$ cat src/rtl/alu_seq_pkg.sv
// Shared types for the ALU command sequencer.
// State enum, opcode constants, result width and FIFO entry type.
package alu_seq_pkg;

  typedef enum logic {
    IDLE   = 1'b0,
    SETTLE = 1'b1
  } state_t;

  localparam logic [1:0] OP_ZERO = 2'b00;
  localparam logic [1:0] OP_ADD  = 2'b01;
  localparam logic [1:0] OP_SUB  = 2'b10;
  localparam logic [1:0] OP_MUL  = 2'b11;

  localparam int RES_W = 4;

  typedef struct packed {
    logic [1:0]       sel;
    logic [RES_W-1:0] data;
  } res_entry_t;

endpackage

$ cat src/rtl/alu_res_fifo.sv
// Synchronous result FIFO, DEPTH a power of two >= 2.
// Ports: push/wdata in, pop in, rdata head out, full/empty/count status.
module alu_res_fifo
  import alu_seq_pkg::*;
#(
  parameter int DEPTH = 2
) (
  input  logic                     clk,
  input  logic                     rst,
  input  logic                     push,
  input  res_entry_t               wdata,
  input  logic                     pop,
  output res_entry_t               rdata,
  output logic                     full,
  output logic                     empty,
  output logic [$clog2(DEPTH):0]   count
);

  localparam int AW = $clog2(DEPTH);
  localparam logic [AW:0] DEPTH_C = (AW+1)'(DEPTH);
  localparam logic [AW:0] ONE_C   = (AW+1)'(1);

  res_entry_t      mem [DEPTH];
  logic [AW-1:0]   wr_ptr;
  logic [AW-1:0]   rd_ptr;
  logic            do_push;
  logic            do_pop;

  assign full    = (count == DEPTH_C);
  assign empty   = (count == '0);
  assign do_push = push && !full;
  assign do_pop  = pop && !empty;
  // Empty head reads as zero so no stale entry is ever visible.
  assign rdata   = empty ? '0 : mem[rd_ptr];

  always_ff @(posedge clk) begin
    if (rst) begin
      wr_ptr <= '0;
      rd_ptr <= '0;
      count  <= '0;
      for (int i = 0; i < DEPTH; i++) begin
        mem[i] <= '0;
      end
    end else begin
      if (do_push) begin
        mem[wr_ptr] <= wdata;
        wr_ptr      <= wr_ptr + 1'b1;
      end
      if (do_pop) begin
        rd_ptr <= rd_ptr + 1'b1;
      end
      unique case ({do_push, do_pop})
        2'b10:   count <= count + ONE_C;
        2'b01:   count <= count - ONE_C;
        default: count <= count;
      endcase
    end
  end

endmodule

$ cat src/rtl/alu_cmd_sequencer.sv
// Command front-end for the 2-bit ALU: registered operands, settle, result FIFO.
// Ports: cmd_* handshake in, alu_* to ALU, alu_out* back, res_* handshake out;
// res_count (pop counter, saturating) exists only with ALU_SEQ_COUNT_EN.
module alu_cmd_sequencer
  import alu_seq_pkg::*;
#(
  parameter int SETTLE_CYCLES = 1,
  parameter int RES_DEPTH     = 2
) (
  input  logic       clk,
  input  logic       rst,
  input  logic       cmd_valid,
  output logic       cmd_ready,
  input  logic [1:0] cmd_x,
  input  logic [1:0] cmd_y,
  input  logic [1:0] cmd_sel,
  output logic       alu_x1,
  output logic       alu_x0,
  output logic       alu_y1,
  output logic       alu_y0,
  output logic       alu_sel1,
  output logic       alu_sel0,
  input  logic       alu_out3,
  input  logic       alu_out2,
  input  logic       alu_out1,
  input  logic       alu_out0,
  output logic       res_valid,
  input  logic       res_ready,
  output logic [3:0] res_data,
  output logic [1:0] res_sel
`ifdef ALU_SEQ_COUNT_EN
  ,
  output logic [7:0] res_count
`endif
);

  localparam int AW = $clog2(RES_DEPTH);
  localparam logic [AW:0] DEPTH_C = (AW+1)'(RES_DEPTH);
  localparam logic [3:0]  LAST    = 4'(SETTLE_CYCLES - 1);

  state_t     state;
  state_t     state_nxt;
  logic [3:0] settle_cnt;
  logic [1:0] x_q;
  logic [1:0] y_q;
  logic [1:0] sel_q;
  logic       accept;
  logic       settle_done;
  logic       push;
  logic       pop;
  res_entry_t wr_entry;
  res_entry_t head;
  logic       fifo_full;
  logic       fifo_empty;
  logic [AW:0] fifo_count;

  // Held low through reset so nothing is taken while state is clearing.
  assign cmd_ready = !rst && (state == IDLE) && (fifo_count < DEPTH_C);
  assign accept    = cmd_valid && cmd_ready;

  always_comb begin
    state_nxt   = state;
    settle_done = 1'b0;
    unique case (state)
      IDLE: begin
        if (accept) state_nxt = SETTLE;
      end
      SETTLE: begin
        if (settle_cnt == LAST) begin
          settle_done = 1'b1;
          state_nxt   = IDLE;
        end
      end
    endcase
  end

  always_ff @(posedge clk) begin
    if (rst) begin
      state      <= IDLE;
      settle_cnt <= '0;
      x_q        <= '0;
      y_q        <= '0;
      sel_q      <= '0;
    end else begin
      state <= state_nxt;
      if (accept) begin
        x_q        <= cmd_x;
        y_q        <= cmd_y;
        sel_q      <= cmd_sel;
        settle_cnt <= '0;
      end else if (state == SETTLE && !settle_done) begin
        settle_cnt <= settle_cnt + 4'd1;
      end
    end
  end

  assign {alu_x1, alu_x0}     = x_q;
  assign {alu_y1, alu_y0}     = y_q;
  assign {alu_sel1, alu_sel0} = sel_q;

  assign wr_entry.sel  = sel_q;
  assign wr_entry.data = {alu_out3, alu_out2, alu_out1, alu_out0};
  assign push          = settle_done && !fifo_full;
  assign pop           = res_valid && res_ready;

  alu_res_fifo #(
    .DEPTH (RES_DEPTH)
  ) u_fifo (
    .clk   (clk),
    .rst   (rst),
    .push  (push),
    .wdata (wr_entry),
    .pop   (pop),
    .rdata (head),
    .full  (fifo_full),
    .empty (fifo_empty),
    .count (fifo_count)
  );

  assign res_valid = !fifo_empty;
  assign res_data  = head.data;
  assign res_sel   = head.sel;

`ifdef ALU_SEQ_COUNT_EN
  always_ff @(posedge clk) begin
    if (rst) begin
      res_count <= '0;
    end else if (pop && res_count != 8'hFF) begin
      res_count <= res_count + 8'd1;
    end
  end
`endif

endmodule

$ cat config.mk
export PLATFORM = sky130hd
export DESIGN_NAME = alu_cmd_sequencer
export DESIGN_NICKNAME = d
export VERILOG_FILES = /design/src/rtl/alu_seq_pkg.sv /design/src/rtl/alu_res_fifo.sv /design/src/rtl/alu_cmd_sequencer.sv
export SDC_FILE = /design/constraint.sdc
export NUM_CORES = 1
export LEC_CHECK = 0
export ABC_AREA = 1
export CORE_UTILIZATION = 60
export DETAILED_ROUTE_END_ITERATION = 8
export DONT_BUFFER_PORTS = 1
export MAX_ROUTING_LAYER = met4
export PLACE_DENSITY = 0.87
export SLEW_MARGIN = 40
export SYNTH_ARGS = -nofsm -noshare
export SYNTH_HDL_FRONTEND = slang
export SYNTH_SLANG_ARGS = --single-unit
$ cat constraint.sdc
create_clock -name clk -period 2.15 [get_ports clk]
set_input_delay 0.1075 -clock clk [delete_from_list [all_inputs] [get_ports clk]]
set_output_delay 0.1075 -clock clk [all_outputs]
set_load 0.01 [all_outputs]
### Yosys cells after proc, flatten, opt, wreduce, memory -nomap -nowiden

Memories as Yosys holds them, arrays and structs flattened. A register that Yosys moved wholly into a read port is not among the register bits.
Cells that the tools add are included.

* register bits after elaboration: 15
* bits in writable memories: 12
* input bits: 14
* memories: 1

Memories
* u_fifo.mem: words 2, width 6, read ports 1, clocked after Yosys merged registers in 1, write ports 2, line alu_res_fifo.sv:23 `res_entry_t mem [DEPTH];`

* add/sub/neg operators: 5
* order comparisons: 1
* eq/ne operators: 3
* mux-type cells: 17
* bitwise gates (word level): 1
* reductions and logical operators: 17

Operators by type and width (number)
* 2-to-1 mux 1 bit: 13
* 2-to-1 mux 6 bit: 2
* logical AND 1 bit: 8
* OR reduction 6 bit: 1
* adder 4 x 1 -> 4 bit (second input constant): 1
* equality test 2 bit (second input constant): 2
* logical NOT 1 bit: 4
* logical NOT 4 bit: 1
* one-hot mux 2 bit (2 select lines): 1
* adder 1 bit (second input constant): 2
* adder 2 x 1 -> 2 bit (second input constant): 1
* equality test 2 x 1 -> 1 bit (second input constant): 1
* logical NOT 2 bit: 1
* less-than comparator 2 bit (second input constant): 1
* one-hot mux 1 bit (2 select lines): 1
* nonzero test 2 bit: 1
* OR reduction 2 bit: 1
* subtractor 2 x 1 -> 2 bit (second input constant): 1
* NOT 1 bit: 1

### Logic depth before layout (Yosys ltp)

Gate-level depths: netlist of the first run.

* depth in word-level cells: 10
* mapped depth: 11
* mapped depth without buffers: 11

### Modules after synthesis

A second synthesis of the first run with hierarchy kept.

* cells, all modules: 155
* area total of the unflattened synthesis: 1275.0 µm²

By module, submodules not included
* alu_res_fifo: instances 1, cells an instance 89, area each 783.3 µm², seq. area each 460.4 µm²
* alu_cmd_sequencer: instances 1, cells an instance 66, area each 491.7 µm², seq. area each 220.2 µm²

### Least setup slack after synthesis of the first run

Ideal clock, no wire load.

* path kind: reg-to-reg
* start: register settle_cnt[0]
* end: register u_fifo.count[1]
* data arrival time: 1529 ps
* setup slack: 508 ps
* stages on the path, launching flop included: 12
* buffers on the path: 0
* cell sequence: dfxtp_1 -> inv_1 -> ha_1 -> nand3_2 -> nor2_4 -> inv_1 -> ha_1 -> or2_2 -> nand2_1 -> nand2_1 -> nand2_1 -> nor2_1

* longest elaborated chain between the ends: 7

RTL lines
* start: declaration: line alu_cmd_sequencer.sv:43 `logic [3:0] settle_cnt;`
* start signal: assignment: line alu_cmd_sequencer.sv:92 `settle_cnt <= settle_cnt + 4'd1;`
* logical NOT 4 bit *: line alu_cmd_sequencer.sv:69 `if (settle_cnt == LAST) begin`
* 2-to-1 mux 1 bit *: line alu_cmd_sequencer.sv:69
* 2-to-1 mux 1 bit *: line alu_cmd_sequencer.sv:64 `unique case (state)`
* logical AND 1 bit *: line alu_cmd_sequencer.sv:103 `assign push = settle_done && !fifo_full;`
* logical AND 1 bit *: line alu_res_fifo.sv:31 `assign do_push = push && !full;`
* equality test 2 x 1 -> 1 bit or equality test 2 bit (tied branches): line alu_res_fifo.sv:52 `unique case ({do_push, do_pop})`
* one-hot mux 2 bit (2 select lines) or nonzero test 2 bit (tied branches)
* end signal: assignment: line alu_res_fifo.sv:53 `2'b10: count <= count + ONE_C;`
* end signal: assignment: line alu_res_fifo.sv:54 `2'b01: count <= count - ONE_C;`
* end signal: assignment: line alu_res_fifo.sv:55 `default: count <= count;`
* end: declaration: line alu_res_fifo.sv:16 `output logic [$clog2(DEPTH):0] count`

Every way passes the cells marked *; elsewhere a longest branch is shown, timed or not.
A chain may end at the register's enable or synchronous reset.

### Final worst setup path of the first run

Ends and elaborated chain as after synthesis.

==> results of run 1 <==
critical path, cell delays in order (launching register included):
cell and delay (ns):
dfxtp_1 0.37, inv_1 0.09, ha_1 0.21, nand3_2 0.12, nor2_4 0.16, inv_1 0.07, ha_1 0.19, or2_2 0.27
nand2_1 0.09, nand2_1 0.05, nand2_1 0.06, nor2_1 0.04
kinds of logic after synthesis:
| family | after synthesis | synth area share |
|---|---|---|
| buffers and inverters | 18 | 0.05371 |
| AO/OA/AOI/OAI | 21 | 0.08203 |
| XOR/XNOR | 2 | 0.01367 |
| flip-flops | 28 | 0.5313 |
| adder cells (fa/ha/maj) | 3 | 0.02930 |
| AND/OR/NAND/NOR | 74 | 0.2900 |
per-stage QoR:
step,total power [mW],cells
final,1.218,185
after global routing,1.283,185
after CTS,1.215,185
after global placement,0.9708,172
after floorplan,0.9255,146
after detailed placement,0.9846,172
synthesized netlist by cell type (2+ instances only):
master	number
nand2_1	37
a21oi_1	19
dfxtp_1	16
inv_1	16
edfxtp_1	12
nor2_1	12
nand3_1	8
nor2_2	8
ha_1	3
nor2_4	2
o21ai_0	2
routing by layer:
metal  vias up  share of wire
met5         -              0
met4         0         0.0053
met3         2          0.037
met2        24           0.50
met1       459           0.45
li1        498              -
what timing repair did:
action / in CTS / in global routing
endpoints found under the hold margin: 10 / 0
gates resized for setup: 0 / 0
hold buffers: 9 / 0
worst paths after layout:
check / end / from
worst max-delay path: u_fifo.count[1] / settle_cnt[0]
worst max register to register: u_fifo.count[1] / settle_cnt[0]
worst min register to register: flop / u_fifo.rd_ptr
worst min-delay path: u_fifo.mem[1][3] / alu_out3
state kept, by name (all words and copies together) (netlist names), named ones only:
name,count
u_fifo.mem,12
settle_cnt,4
sel_q,2
u_fifo.count,2
x_q,2
y_q,2
state,1
u_fifo.rd_ptr,1
u_fifo.wr_ptr,1
cells in the final DEF, fill, tap and decap left out, drive strengths merged:
| master | count |
|---|---|
| nand4 | 2 |
| o21ai | 2 |
| inv | 17 |
| dfxtp | 16 |
| nor3 | 1 |
| nand2 | 38 |
| ha | 3 |
| a21oi | 19 |
| edfxtp | 12 |
| dlygate4sd3 | 9 |
| clkbuf | 4 |
| xnor2 | 1 |
| nor2 | 22 |
| xor2 | 1 |
| or2 | 1 |
| nand3 | 10 |
power groups by stage:
stage               Combinational, mW  Clock, mW  Sequential [mW]
floorplan                       0.251          0            0.675
global placement                0.287          0            0.684
detailed placement              0.297          0            0.687
CTS                             0.317      0.222            0.675
global route                    0.363      0.238            0.682
finish                          0.319      0.225            0.674
layout make-up:
cell class                      count  area share
Clock buffer                        4     0.01842
Inverter                           17     0.04474
Multi-Input combinational cell    100      0.3728
Sequential cell                    28      0.4772
Tap cell                           27     0.02368
Timing Repair Buffer                9     0.06316
==> flow_metrics.py, run 1 <==
metrics = {
    "run_status": {
        "outcome": "complete, no violations",
    },
    "grt": {
        "grt_busiest_layer": "met2",
        "met3_usage": 0.06296,
        "grt_pass1_vias": 857,
        "gr-usage-met2": 0.3547,
        "gr-total-overflow": 0,
        "grt_pass1_wl_um": 3622,
        "grt_max_degree": 16,
        "use_met1": 0.3165,
        "antenna_found_initial": 0,
        "track_usage": 0.2367,
    },
    "synthesis": {
        "synth_flop_cell": "dfxtp_1",
        "ys_ff_latch": 28,
        "ys_seq_area_frac": 0.5312,
        "async_flop_share": 0,
        "synth.distinct_cells": 22,
        "yosys_warnings": 0,
        "synth.largest_area_cell": "edfxtp_1",
        "synth_top_area_frac": 0.2813,
        "syn_nets": 163,
        "synthTopCellsByArea": "edfxtp_1, dfxtp_1, nand2_1, a21oi_1, inv_1",
        "synth_edf_count": 12,
        "syn_area_per_cell_sq_um": 8.776,
        "synth_cells": 146,
        "syn_area_sq_um": 1281,
    },
    "drt": {
        "first_pass_iters": 4,
        "vias_per_cell": 5.314,
        "drc": 0,
        "ant_nets": 0,
        "wl_per_cell_um": 13.14,
        "vias": 983,
        "wl_um": 2431,
        "drt-initial-drc-count": 25,
    },
    "setup_path": {
        "rrSetupSlack_ns": 0.34,
        "required_ns": 2.39,
        "worstSetupPathType": "flop to flop",
        "cp.arrival_ns": 2.04,
        "crit_path_end_kind": "flop",
        "r2r_cells": 11,
        "setup.worst_path.start_class": "flop",
        "crit_fanout": 5,
    },
    "floorplanning": {
        "die_h_um": 48.21,
        "die_area_sq_um": 2324,
        "die_w_um": 48.21,
        "initial_core_util": 0.6465,
        "core_area_sq_um": 1982,
        "num_rows": 16,
        "ios": 28,
    },
    "power_and_ir_drop": {
        "combPwrFrac": 0.262,
        "p_switching_mw": 0.4276,
        "seqPwrFrac": 0.554,
        "leakage_nw": 0.5588,
        "power.internal_mw": 0.7908,
        "clockPowerShare": 0.185,
        "p_sw_frac": 0.3510,
        "ir_worst_vdd_v": 0.0006340,
        "powerDensity_nw_per_um2": 854.2,
    },
    "final_layout": {
        "drive_above_1_share": 0.1266,
        "multiInputGateArea_sq_um": 531.8,
        "regArea_sq_um": 680.7,
        "area_delta_synth_final_pct": 11.33,
        "nFillCells": 144,
        "fin_area_sq_um": 1426,
        "layout.nets": 176,
        "utilization": 0.7197,
        "antenna_cells": 0,
    },
    "timing": {
        "finalSetupViolations": 0,
        "period_share": 0.8399,
        "finalHoldViolCount": 0,
        "finalClockSkew_ns": 0.01315,
        "period_needed_ns": 1.806,
        "setup_ws_ns": 0.3442,
        "slew_viol_final": 0,
        "maxSlewHeadroom": 0.7191,
        "tns_ns": 0,
        "max_freq_mhz": 553.8,
        "worst_pin_slew_ns": 0.4200,
        "whs_ns": 0.002199,
        "rsz0062_at_grt": "false",
    },
    "clocking": {
        "root_buffer": "clkbuf_4",
        "clock_latency_ns": 0.33,
        "numClockSinks": 28,
        "clock_path_buffers": 2,
        "tritoncts": "built",
        "cts_made_buffers": 3,
        "clkTransAtPathRegs_ns": 0.15,
        "cts_setup_buffers": 0,
        "cts_htree_levels": 1,
    },
    "placement": {
        "place_ws_ns": 0.3832,
        "dp_hpwl_um": 1657,
        "dpl_cell_area_sq_um": 1310,
        "port_buffers": 0,
        "gp_congestion": 0.7593,
    },
    "worst_hold_path": {
        "holdPathStages": 2,
        "worstHoldPathType": "primary input to flop",
    },
    "flow_run": {
        "cap_viol_max_count": 0,
    },
}
Note: power is estimated with default switching activity, not from simulation.
==> inputs of run 2 (changes only) <==
==> constraint.sdc (replaced) <==
create_clock -name clk -period 1.9 [get_ports clk]
set_input_delay 0.095 -clock clk [delete_from_list [all_inputs] [get_ports clk]]
set_output_delay 0.095 -clock clk [all_outputs]
set_load 0.01 [all_outputs]
==> run 2 against run 1 <==
- sequential share of layout area is 0.90 points lower
- total power is 14% higher
- setup slack worse by 0.21 ns
- via count is 2.2% higher
- final cell count is 1.6% higher
- largest cell class unchanged
- design area is 1.9% higher
- highest routed layer unchanged
- clock-buffer cell count stayed put
- critical path depth stayed put
- sequential power is 13% higher
- core utilization is 1.4 points higher
==> flow_metrics.py, run 2 (synthesized netlist as in run 1, its figures left out) <==
metrics = {
    "run_status": {
        "outcome": "complete, no violations",
    },
    "placement": {
        "dp_hpwl_um": 1657,
        "port_buffers": 0,
        "place_inst": 172,
        "gp_congestion": 0.7593,
        "dpl_cell_area_sq_um": 1310,
    },
    "flow_run": {
        "cap_viol_max_count": 0,
    },
    "timing": {
        "finalClockSkew_ns": 0.007494,
        "maxSlewHeadroom": 0.7179,
        "worst_pin_slew_ns": 0.4217,
        "finalSetupViolations": 0,
        "period_share": 0.9268,
        "period_needed_ns": 1.761,
        "whs_ns": 0.01230,
        "finalHoldViolCount": 0,
        "tns_ns": 0,
        "max_freq_mhz": 567.9,
        "rsz0062_at_grt": "false",
        "slew_viol_final": 0,
    },
    "floorplanning": {
        "ios": 28,
        "die_area_sq_um": 2324,
        "die_h_um": 48.21,
        "num_rows": 16,
        "initial_core_util": 0.6465,
        "die_w_um": 48.21,
        "core_area_sq_um": 1982,
    },
    "final_layout": {
        "regMostFlops": "u_fifo.mem",
        "top_regs": "u_fifo.mem x12, settle_cnt x4",
        "instances_no_fill": 188,
        "mostFrequentLayoutCell": "nand2_1",
        "layout.nets": 179,
        "fin_area_sq_um": 1454,
        "drive_above_1_share": 0.1304,
        "antenna_cells": 0,
        "largest_reg_flops": 12,
        "final_cell_mix": "nand2_1, a21oi_1, inv_1, dfxtp_1",
        "area_delta_synth_final_pct": 13.48,
    },
    "clocking": {
        "clock_latency_ns": 0.33,
        "cts_made_buffers": 3,
        "cts_resized": 0,
        "clkTransAtPathRegs_ns": 0.14,
        "numClockSinks": 28,
        "root_buffer": "clkbuf_4",
        "cts_htree_levels": 1,
        "tritoncts": "built",
        "clock_path_buffers": 2,
    },
    "setup_path": {
        "worstSetupPathType": "flop to flop",
        "required_ns": 2.14,
        "startpoint": "settle_cnt[0]",
        "r2r_cells": 11,
        "r2r_start": "settle_cnt[0]",
        "crit_path_end_kind": "flop",
        "crit_fanout": 5,
        "cp.arrival_ns": 2.00,
        "setup.worst_path.start_class": "flop",
    },
    "power_and_ir_drop": {
        "clockPowerShare": 0.180,
        "finalPower_mw": 1.383,
        "power.internal_mw": 0.9022,
        "ir_worst_vdd_v": 0.0007136,
        "leakage_nw": 0.5713,
        "p_switching_mw": 0.4808,
        "combPwrFrac": 0.268,
        "seqPwrFrac": 0.552,
        "p_sw_frac": 0.3476,
        "powerDensity_nw_per_um2": 951.3,
    },
    "drt": {
        "ant_nets": 0,
        "first_pass_iters": 4,
        "wl_um": 2471,
        "vias": 1005,
        "drt-initial-drc-count": 24,
        "wl_per_cell_um": 13.14,
        "vias_per_cell": 5.346,
        "drc": 0,
    },
    "worst_hold_path": {
        "holdPathStages": 2,
        "worstHoldPathType": "primary input to flop",
        "hp-start": "alu_out0",
    },
    "grt": {
        "grt_max_degree": 16,
        "grt_pass1_wl_um": 3663,
        "grt_pass1_vias": 874,
        "gr-total-overflow": 0,
        "track_usage": 0.2391,
        "antenna_found_initial": 0,
    },
}
[run 2: cell types whose count changed in the layout (fill, tap and decap cells not counted), sizes merged]
cell and change:
dlygate4sd3 +2, buf +1
[run 2: path summary, 6_finish.rpt]
check,endpoint,slack [ns]
hold reg to reg,flop,0.47
setup / recovery,u_fifo.count[1],0.14
setup reg to reg,u_fifo.count[1],0.14
hold / removal,u_fifo.mem[1][0],0.01
[run 2: what timing repair did]
item,CTS,global route
hold buffers,11,0
endpoints found under the hold margin,14,0
endpoints found under the setup margin,0,1
buffers inserted,0,1
[run 2: area by class of cell]
type	count	area, sq um
sequential	28	680.7
multi-input combinational	100	531.8
fill	134	528.0
timing repair buffer	12	117.6
inverter	17	63.81
tap	27	33.78
clock buffer	4	26.28
[run 2: routing by layer]
layer | global-route usage | share of wire | vias to the layer above
met2 | 0.3627 | 0.50 | 36
met3 | 0.06296 | 0.051 | 2
li1 | - | - | 503
met4 | 0.06667 | 0.0053 | 0
met1 | 0.3165 | 0.44 | 464
met5 | - | 0 | -
[run 2: stage by stage]
stage	setup WS (ns)	utilization
floorplan	0.2579	-
detailed placement	0.1332	0.6610
global route	0.01680	0.7336
CTS	0.1022	0.7298
global placement	0.2076	0.6610
finish	0.1391	0.7336
[run 2: worst max-delay path, cell delays in order, from the launching register on]
cell	delay (ns)
dfxtp_1	0.37
inv_1	0.09
ha_1	0.21
nand3_2	0.12
nor2_4	0.13
inv_1	0.05
ha_1	0.19
or2_2	0.27
nand2_1	0.09
nand2_1	0.05
nand2_1	0.06
nor2_1	0.04
[run 2: power groups by stage]
| stage | registers, mW | logic [mW] | clock network [mW] |
|---|---|---|---|
| global route | 0.772 | 0.420 | 0.269 |
| global placement | 0.774 | 0.325 | 0 |
| finish | 0.763 | 0.371 | 0.249 |
| floorplan | 0.764 | 0.284 | 0 |
| detailed placement | 0.778 | 0.336 | 0 |
| CTS | 0.764 | 0.362 | 0.252 |
==> inputs of run 3 (changes only) <==
==> constraint.sdc (replaced) <==
create_clock -name clk -period 2 [get_ports clk]
set_input_delay 0.1 -clock clk [delete_from_list [all_inputs] [get_ports clk]]
set_output_delay 0.1 -clock clk [all_outputs]
set_load 0.01 [all_outputs]
==> run 3 against run 2 <==
- maximum frequency decreased by 2.6%
- design area decreased by 1.2%
- largest power group unchanged
- clock-buffer cell count unchanged
- routed wire length decreased by 1.4%
- core utilization decreased by 0.88 points
- combinational power decreased by 7.5%
- hold slack got worse by 0.018 ns
- first-iteration DRC count increased by 4.2%
- die area unchanged
- flip-flop and latch count unchanged
- largest cell class unchanged
- register-to-register slack improved by 0.05 ns
- the run now ends with hold timing left
- total power decreased by 5.3%
==> flow_metrics.py, run 3 (synthesized netlist as in run 1, its figures left out) <==
metrics = {
    "run_status": {
        "outcome": "finished with violations",
        "violations": "hold timing",
    },
    "timing": {
        "rsz0062_at_grt": "false",
        "tns_ns": 0,
        "slew_viol_final": 0,
        "finalHoldViolCount": 2,
        "finalClockSkew_ns": 0.01218,
        "period_needed_ns": 1.808,
        "max_freq_mhz": 553.2,
        "finalSetupViolations": 0,
        "whs_ns": -0.005451,
        "maxSlewHeadroom": 0.7192,
        "setup_ws_ns": 0.1924,
        "period_share": 0.9038,
        "worst_pin_slew_ns": 0.4199,
    },
    "clocking": {
        "cts_made_buffers": 3,
        "clkTransAtPathRegs_ns": 0.15,
        "tritoncts": "built",
        "cts_setup_buffers": 0,
        "cts_htree_levels": 1,
        "numClockSinks": 28,
        "clock_latency_ns": 0.33,
        "clock_path_buffers": 2,
        "root_buffer": "clkbuf_4",
    },
    "grt": {
        "antenna_found_initial": 0,
        "grt_pass1_vias": 857,
        "grt_max_degree": 16,
        "gr-total-overflow": 0,
        "track_usage": 0.2367,
        "grt_pass1_wl_um": 3622,
    },
    "final_layout": {
        "area_delta_synth_final_pct": 12.11,
        "layout.nets": 177,
        "regMostFlops": "u_fifo.mem",
        "nFillCells": 141,
        "utilization": 0.7247,
        "antenna_cells": 0,
        "fin_area_sq_um": 1436,
        "instances_no_fill": 186,
        "drive_above_1_share": 0.1258,
        "mostFrequentLayoutCell": "nand2_1",
        "final_cell_mix": "nand2_1, a21oi_1, inv_1, dfxtp_1",
        "largest_reg_flops": 12,
        "top_regs": "u_fifo.mem x12, settle_cnt x4",
    },
    "drt": {
        "vias": 992,
        "ant_nets": 0,
        "wl_um": 2437,
        "vias_per_cell": 5.333,
        "wl_per_cell_um": 13.10,
        "first_pass_iters": 4,
        "drt-initial-drc-count": 25,
        "drc": 0,
    },
    "setup_path": {
        "path_delay_family": "simple AND/OR/NAND/NOR gates",
        "cp_common_cell": "nand2_1",
        "crit_fanout": 5,
        "rrSetupSlack_ns": 0.19,
        "cp.arrival_ns": 2.05,
        "cp_slowest_cell": "dfxtp_1",
        "setup.worst_path.start_class": "flop",
        "crit_buf_inv": 2,
        "max_stage_delay_ns": 0.37,
        "worstSetupPathType": "flop to flop",
        "crit_path_end_kind": "flop",
        "required_ns": 2.24,
        "path_cells": "inv_1, ha_1, nand3_2, nor2_4, inv_1, ha_1, or2_2, nand2_1, nand2_1, nand2_1, nor2_1",
    },
    "placement": {
        "dpl_cell_area_sq_um": 1310,
        "dp_hpwl_um": 1657,
        "place_inst": 172,
        "port_buffers": 0,
        "place_ws_ns": 0.2332,
        "gp_congestion": 0.7593,
    },
    "floorplanning": {
        "core_area_sq_um": 1982,
        "num_rows": 16,
        "initial_core_util": 0.6465,
        "die_w_um": 48.21,
        "ios": 28,
        "die_area_sq_um": 2324,
        "die_h_um": 48.21,
    },
    "worst_hold_path": {
        "worstHoldPathType": "primary input to flop",
    },
    "power_and_ir_drop": {
        "finalPower_mw": 1.310,
        "ir_worst_vdd_v": 0.0006814,
        "powerDensity_nw_per_um2": 911.9,
        "leakage_nw": 0.5630,
    },
    "flow_run": {
        "cap_viol_max_count": 0,
    },
}
==> run 3: changes by cell type in the layout (fill, tap and decap cells not counted) <==
cell / change
buf_4: -1
dlygate4sd3_1: -1
==> run 3: what timing repair did <==
action | 4_1_cts | 5_1_grt
gates resized for setup | 0 | 0
hold endpoints to repair | 11 | 1
hold buffers | 9 | 1
==> run 3: layout make-up <==
type                            count  area [sq um]  share of cell area
Tap cell                           27         33.78             0.02352
Multi-Input combinational cell    100         531.8              0.3702
Sequential cell                    28         680.7              0.4739
Timing Repair Buffer               10         100.1             0.06969
Inverter                           17         63.81             0.04443
Clock buffer                        4         26.28             0.01829
==> run 3: final timing paths <==
check	start	end	depth (start not counted)
max reg2reg	settle_cnt[0]	u_fifo.count[1]	11
min reg2reg	u_fifo.rd_ptr	flop	1
max	settle_cnt[0]	u_fifo.count[1]	11
min	alu_out3	u_fifo.mem[1][3]	2
==> run 3: metal layers <==
layer  part of all wire  routed length, um  GRT usage
met1               0.45               1102     0.3165
met2               0.50               1213     0.3547
met3              0.041                100    0.06296
met4             0.0086                 21    0.06667
met5                  0                  0          -
==> run 3: report_power, final <==
| group | internal, mW | switching (mW) |
|---|---|---|
| clock network | 0.0783 | 0.163 |
| logic | 0.116 | 0.227 |
| registers | 0.657 | 0.0681 |
